<file path="src/rtl/inv_byte_permutation_pkg.sv">
// ============================================================================
// aes_pkg : shared AES byte-serial constants, index type and ShiftRows maps
// Rev 1.0 : initial release
// ============================================================================
`default_nettype none

package aes_pkg;

  localparam int STATE_BYTES = 16;

  typedef logic [3:0] byte_idx_t;

  localparam byte_idx_t LAST_IDX = byte_idx_t'(STATE_BYTES - 1);

  // Column-major index k = {col, row}; InvShiftRows takes row r from column c - r.
  function automatic byte_idx_t inv_shift_src(byte_idx_t k);
    logic [1:0] col;
    col = k[3:2] - k[1:0];
    return {col, k[1:0]};
  endfunction

  function automatic byte_idx_t shift_src(byte_idx_t k);
    logic [1:0] col;
    col = k[3:2] + k[1:0];
    return {col, k[1:0]};
  endfunction

endpackage

`default_nettype wire

</file>
<file path="src/rtl/inv_byte_permutation_if.sv">
// ============================================================================
// inv_byte_permutation_if : input and output byte streams with valid/ready
// Rev 1.0 : initial release
// ============================================================================
`default_nettype none

interface inv_byte_permutation_if;

  logic       in_valid;
  logic       in_ready;
  logic [7:0] in_data;
  logic       out_valid;
  logic       out_ready;
  logic [7:0] out_data;
  logic       out_last;

  modport master (
    output in_valid, in_data, out_ready,
    input  in_ready, out_valid, out_data, out_last
  );

  modport slave (
    input  in_valid, in_data, out_ready,
    output in_ready, out_valid, out_data, out_last
  );

endinterface

`default_nettype wire

</file>
<file path="src/rtl/inv_byte_permutation_state_bank.sv">
// ============================================================================
// state_bank : 16x8 flop array, one write port, one combinational read port
// Rev 1.0 : initial release
// ============================================================================
`default_nettype none

module state_bank
  import aes_pkg::*;
(
  input  wire logic       clk,
  input  wire logic       rst_n,
  input  wire logic       i_we,
  input  wire byte_idx_t  i_waddr,
  input  wire logic [7:0] i_wdata,
  input  wire byte_idx_t  i_raddr,
  output logic      [7:0] o_rdata
);

  logic [7:0] r_mem [STATE_BYTES];

  always_ff @(posedge clk or negedge rst_n) begin
    if (!rst_n) begin
      for (int i = 0; i < STATE_BYTES; i++) begin
        r_mem[i] <= '0;
      end
    end else if (i_we) begin
      r_mem[i_waddr] <= i_wdata;
    end
  end

  assign o_rdata = r_mem[i_raddr];

endmodule

`default_nettype wire

</file>
<file path="src/rtl/inv_byte_permutation.sv">
// ============================================================================
// inv_byte_permutation : byte-serial InvShiftRows with a ping-pong block buffer
// Rev 1.0 : initial release
// ============================================================================
`default_nettype none

module inv_byte_permutation
  import aes_pkg::*;
(
  input  wire logic              clk,
  input  wire logic              rst_n,
  input  wire logic              i_flush,
  inv_byte_permutation_if.slave  s_bus
);

  logic       r_wr_bank;
  logic       r_rd_bank;
  byte_idx_t  r_wr_cnt;
  byte_idx_t  r_rd_cnt;
  logic [1:0] r_full;

  logic       w_in_ready;
  logic       w_out_valid;
  logic       w_wr_fire;
  logic       w_rd_fire;
  logic       w_wr_done;
  logic       w_rd_done;
  logic [1:0] w_full_nxt;
  logic [1:0] w_bank_we;
  byte_idx_t  w_rd_addr;
  logic [7:0] w_bank_rdata [2];

  assign w_in_ready  = ~r_full[r_wr_bank];
  assign w_out_valid = r_full[r_rd_bank];
  assign w_wr_fire   = s_bus.in_valid && w_in_ready;
  assign w_rd_fire   = w_out_valid && s_bus.out_ready;
  assign w_wr_done   = w_wr_fire && (r_wr_cnt == LAST_IDX);
  assign w_rd_done   = w_rd_fire && (r_rd_cnt == LAST_IDX);
  assign w_rd_addr   = inv_shift_src(r_rd_cnt);

  for (genvar b = 0; b < 2; b++) begin : g_bank
    assign w_bank_we[b] = w_wr_fire && !i_flush && (r_wr_bank == 1'(b));

    state_bank u_bank (
      .clk     (clk),
      .rst_n   (rst_n),
      .i_we    (w_bank_we[b]),
      .i_waddr (r_wr_cnt),
      .i_wdata (s_bus.in_data),
      .i_raddr (w_rd_addr),
      .o_rdata (w_bank_rdata[b])
    );
  end

  // A write can only complete into an empty bank and a read only out of a full
  // one, so the two updates below never touch the same flag.
  always_comb begin
    w_full_nxt = r_full;
    if (w_wr_done) begin
      w_full_nxt[r_wr_bank] = 1'b1;
    end
    if (w_rd_done) begin
      w_full_nxt[r_rd_bank] = 1'b0;
    end
  end

  always_ff @(posedge clk or negedge rst_n) begin
    if (!rst_n) begin
      r_wr_bank <= 1'b0;
      r_rd_bank <= 1'b0;
      r_wr_cnt  <= '0;
      r_rd_cnt  <= '0;
      r_full    <= 2'b00;
    end else if (i_flush) begin
      r_wr_bank <= 1'b0;
      r_rd_bank <= 1'b0;
      r_wr_cnt  <= '0;
      r_rd_cnt  <= '0;
      r_full    <= 2'b00;
    end else begin
      if (w_wr_fire) begin
        r_wr_cnt <= r_wr_cnt + 4'd1;
      end
      if (w_wr_done) begin
        r_wr_bank <= ~r_wr_bank;
      end
      if (w_rd_fire) begin
        r_rd_cnt <= r_rd_cnt + 4'd1;
      end
      if (w_rd_done) begin
        r_rd_bank <= ~r_rd_bank;
      end
      r_full <= w_full_nxt;
    end
  end

  assign s_bus.in_ready  = w_in_ready;
  assign s_bus.out_valid = w_out_valid;
  assign s_bus.out_data  = w_bank_rdata[r_rd_bank];
  assign s_bus.out_last  = w_out_valid && (r_rd_cnt == LAST_IDX);

  a_hold_data : assert property (@(posedge clk) disable iff (!rst_n)
    (w_out_valid && !s_bus.out_ready && !i_flush) |=> $stable(s_bus.out_data));

  a_distinct_banks : assert property (@(posedge clk) disable iff (!rst_n)
    (w_wr_done && w_rd_done) |-> (r_wr_bank != r_rd_bank));

endmodule

`default_nettype wire

</file>
<file path="src/flat_wrapper.sv">
// flat-port wrapper written by rule: the top's interface ports become plain ports
module inv_byte_permutation_flat import aes_pkg::*;
  (clk, rst_n, i_flush, s_bus_in_valid, s_bus_in_data, s_bus_out_ready, s_bus_in_ready, s_bus_out_valid, s_bus_out_data, s_bus_out_last);
  inv_byte_permutation_if s_bus_i ();
  input  wire logic clk;
  input  wire logic rst_n;
  input  wire logic i_flush;
  input wire logic [$bits(s_bus_i.in_valid)-1:0] s_bus_in_valid;
  input wire logic [$bits(s_bus_i.in_data)-1:0] s_bus_in_data;
  input wire logic [$bits(s_bus_i.out_ready)-1:0] s_bus_out_ready;
  output wire logic [$bits(s_bus_i.in_ready)-1:0] s_bus_in_ready;
  output wire logic [$bits(s_bus_i.out_valid)-1:0] s_bus_out_valid;
  output wire logic [$bits(s_bus_i.out_data)-1:0] s_bus_out_data;
  output wire logic [$bits(s_bus_i.out_last)-1:0] s_bus_out_last;
  assign s_bus_i.in_valid = s_bus_in_valid;
  assign s_bus_i.in_data = s_bus_in_data;
  assign s_bus_i.out_ready = s_bus_out_ready;
  assign s_bus_in_ready = s_bus_i.in_ready;
  assign s_bus_out_valid = s_bus_i.out_valid;
  assign s_bus_out_data = s_bus_i.out_data;
  assign s_bus_out_last = s_bus_i.out_last;
  inv_byte_permutation u_core (.clk(clk), .rst_n(rst_n), .i_flush(i_flush), .s_bus(s_bus_i));
endmodule
</file>
<file path="config.mk">
export PLATFORM = sky130hd
export DESIGN_NAME = inv_byte_permutation_flat
export DESIGN_NICKNAME = d
export VERILOG_FILES = /design/src/rtl/inv_byte_permutation_pkg.sv /design/src/rtl/inv_byte_permutation_if.sv /design/src/rtl/inv_byte_permutation_state_bank.sv /design/src/rtl/inv_byte_permutation.sv /design/src/flat_wrapper.sv
export SDC_FILE = /design/constraint.sdc
export NUM_CORES = 1
export LEC_CHECK = 0
export BUFFER_PORTS_ARGS = -buffer_cell sky130_fd_sc_hd__buf_2
export CORE_AREA = 2 2 118 234
export DETAILED_ROUTE_END_ITERATION = 10
export DIE_AREA = 0 0 120 236
export PLACE_DENSITY_LB_ADDON = 0.05
export SYNTH_ARGS = -nofsm -noshare
export SYNTH_HDL_FRONTEND = slang
export SYNTH_SLANG_ARGS = --single-unit
</file>
<file path="constraint.sdc">
create_clock -name clk -period 2.62 [get_ports clk]
set_input_delay 0.262 -clock clk [delete_from_list [all_inputs] [get_ports clk]]
set_output_delay 0.262 -clock clk [all_outputs]
set_load 0.01 [all_outputs]
</file>
==> reports/qor.txt <==
Status = finished, violations left
Failing checks = setup timing
GP Congestion = 0.763
Async set-reset flop share out of synthesis = 100%
Vias per cell = 5.82
Combinational share of power = 8.1%
P_int = 0.00674 W
Hold WS = 0.0724 ns
Hpwl dp = 19.3 mm
Synth unique cells = 39
Min Tclk post-route = 2.86 ns
Clk Latency, worst-skew pair = 0.53 ns
Final number of max-transition violations = 0
Min-delay src = s_bus_in_valid
Mapped Cells = 795
Initial DRC Count = 331
Clk_skew = 0.00727 ns
Share of layout cells above drive strength 1 = 56.9%
Row cnt = 85
Critical path startpoint = u_core.r_rd_cnt[0]
Finished Cell Area = 0.0144 mm2
Leakage power = 6.92 nW
Total core area = 0.0267 mm2
Starting Density = 47.1%
Worst Setup Path Type = register to primary output
Largest net degree at the start of global routing = 88
Seq pwr share = 49.9%
Reg2reg path depth = 4
Post-synth EDFFs = 0
Antenna cells = 0
Syn avg cell area = 15.8 um2
Die Width = 120 um
Worst Setup Slack, final = -0.242 ns
Share of the synthesized area in the top cell type = 53.4%
Die Footprint = 0.0283 mm2
Critical path peak fanout = 7
H-tree depth = 1
Maximum vdd ir drop = 0.579 mV
Area grow syn2layout = 14.7%
Worst EP required = 2.36 ns
Commonest non-fill, non-tap cell in the layout = dfrtp_1
Sw Ratio = 23.1%
WL/cell = 24.6 um
Hold Path Depth = 3
Endpoints failing hold = 0
HP Class = primary input to register
Max-cap viol count = 0
Net count after synthesis = 814
Seq/Total Area, Yosys = 53.4%
Most frequent cells in the layout = 266 x dfrtp_1, 261 x mux2_2, 53 x mux4_2
CTS Buf Count = 25
Fmax = 349 MHz
TritonCTS clock tree = done
Die Ht = 236 um
Clk network pwr share = 42.0%
Clock root cell = clkbuf_16
Reg-to-Reg Start = u_core.r_wr_bank
Total Wirelength = 29.5 mm
Final net count = 855
Clock sinks = 268
Worst Path Arrival = 2.60 ns
Synthesized cell area = 0.0126 mm2
# IOs = 24
Rel. slew slack = 48.7%
#FFs+latches synth = 268
Number of antenna-violating nets in the routed design = 0
CP endpoint kind = primary output
Synth top area cells = dfrtp_1 53%, mux2_2 24%, mux4_2 9.0%
Initial antenna violation count = 0
All-Layer GR Usage = 21.6%
Ys Warns = 0
Setup violations, final = 8
Worst Tran Pin Value = 0.769 ns
RSZ-0062 raised after global routing = yes
DRC violations left = 0
CTS clock-pin slew for the worst setup and hold paths = 0.07 ns
Power per cell area = 609 mW/mm2
Sw power = 0.00203 W
Placed cell areas = 0.0132 mm2
Port Buffer Count = 23
GRT overflow = 0
CP Launch Type = register
Drt pass-1 iters = 4
Post-layout util = 54.0%
Ys flop type = dfrtp_1
Final Cycle Share = 109%
First-pass GRT wire length = 45.8 mm
Vias in the first global route = 7415
Synth area leader = dfrtp_1
Via count = 6993
Maximum clock path buffer count = 3
cell families after synthesis:
logic type	after synthesis	synth area share, %
compound gates	21	1.27
mux	354	37.8
flops	268	53.4
buf+inv	62	2.55
simple gates	75	3.65
xor+xnor	9	0.737
fa+ha+maj	6	0.598
sequential cells by signal (all words and copies together) (netlist names):
name,cells
u_core.g_bank.u_bank.r_mem,256
u_core.r_full,2
u_core.r_rd_bank,1
u_core.r_rd_cnt,4
u_core.r_wr_bank,1
u_core.r_wr_cnt,4
final cells by class:
cell class | instances | area, um2
clock inverters | 9 | 103
fillers | 2199 | 12300
multi-input cells | 465 | 5730
well taps | 348 | 435
repair buffers | 72 | 692
inverters | 4 | 15.0
flip-flops and latches | 268 | 6710
clock buffers | 36 | 717
critical path, stage by stage, from the launching register on:
cell and delay [ns]:
dfrtp_2 0.42, ha_4 0.39, buf_12 0.17, mux4_4 0.41, mux2_4 0.30, o22ai_4 0.16
a221oi_2 0.05, buf_2 0.16
Yosys cell counts (2+ instances only):
| cell type | n |
|---|---|
| a221oi_1 | 8 |
| buf_8 | 2 |
| nand2_1 | 11 |
| mux4_1 | 13 |
| xor2_1 | 6 |
| mux2_2 | 266 |
| dfrtp_1 | 268 |
| xnor2_1 | 2 |
| buf_2 | 13 |
| nand2_2 | 24 |
| mux4_2 | 50 |
| clkbuf_1 | 34 |
| inv_1 | 4 |
| buf_6 | 5 |
| and3_1 | 3 |
| buf_4 | 3 |
| o22ai_1 | 8 |
| mux2_1 | 7 |
| nor2_1 | 11 |
| a21oi_1 | 2 |
| nor2b_1 | 3 |
| and2_1 | 6 |
| nand3_1 | 7 |
| ha_1 | 6 |
| mux2i_1 | 16 |
| and2_0 | 4 |
final timing paths:
| kind | endpoint | slack [ns] |
|---|---|---|
| setup reg to reg | u_core.g_bank[0].u_bank.r_mem[34] | 0.36 |
| max in group asynchronous | u_core.g_bank[1].u_bank.r_mem[19] | 1.51 |
| min in group asynchronous | u_core.g_bank[0].u_bank.r_mem[66] | 0.26 |
| hold reg to reg | u_core.g_bank[1].u_bank.r_mem[75] | 0.49 |
| setup / recovery | s_bus_out_data[6] | -0.24 |
| hold / removal | u_core.r_wr_cnt[1] | 0.07 |
repair_timing:
action	4_1_cts	5_1_grt
hold buffers	2	0
hold endpoints to repair	58	0
pin swaps	3	1
resized for setup	39	6
cloned	2	0
buffers inserted	11	1
endpoints found under the setup margin	8	8
power groups by stage:
stage	combinational (W)	clock [W]	sequential [W]
floorplan	0.000383	0	0.00442
global placement	0.000653	0	0.00445
detailed placement	0.000664	0	0.00445
CTS	0.000727	0.00378	0.00437
global route	0.000776	0.00396	0.00439
finish	0.000714	0.00368	0.00437
routing by layer:
metal / track usage [%] / up-vias / routed length (um)
met5: 0 / - / 0
met1: 28.9 / 3778 / 12500
met3: 2.37 / 45 / 937
met2: 36.8 / 124 / 15300
li1: - / 3046 / -
met4: 7.17 / 0 / 848
per-stage QoR:
stage | TNS (ns) | power, W | worst slack [ns] | cells
final | -1.71 | 0.00877 | -0.242 | 1202
after global routing | -2.32 | 0.00913 | -0.315 | 1202
after CTS | -2.10 | 0.00888 | -0.272 | 1202
after detailed placement | 0 | 0.00511 | 0.0649 | 1142
after global placement | 0 | 0.00510 | 0.108 | 1142
after floorplan | 0 | 0.00481 | 0.381 | 795
Note: power is estimated with default switching activity, not from simulation.
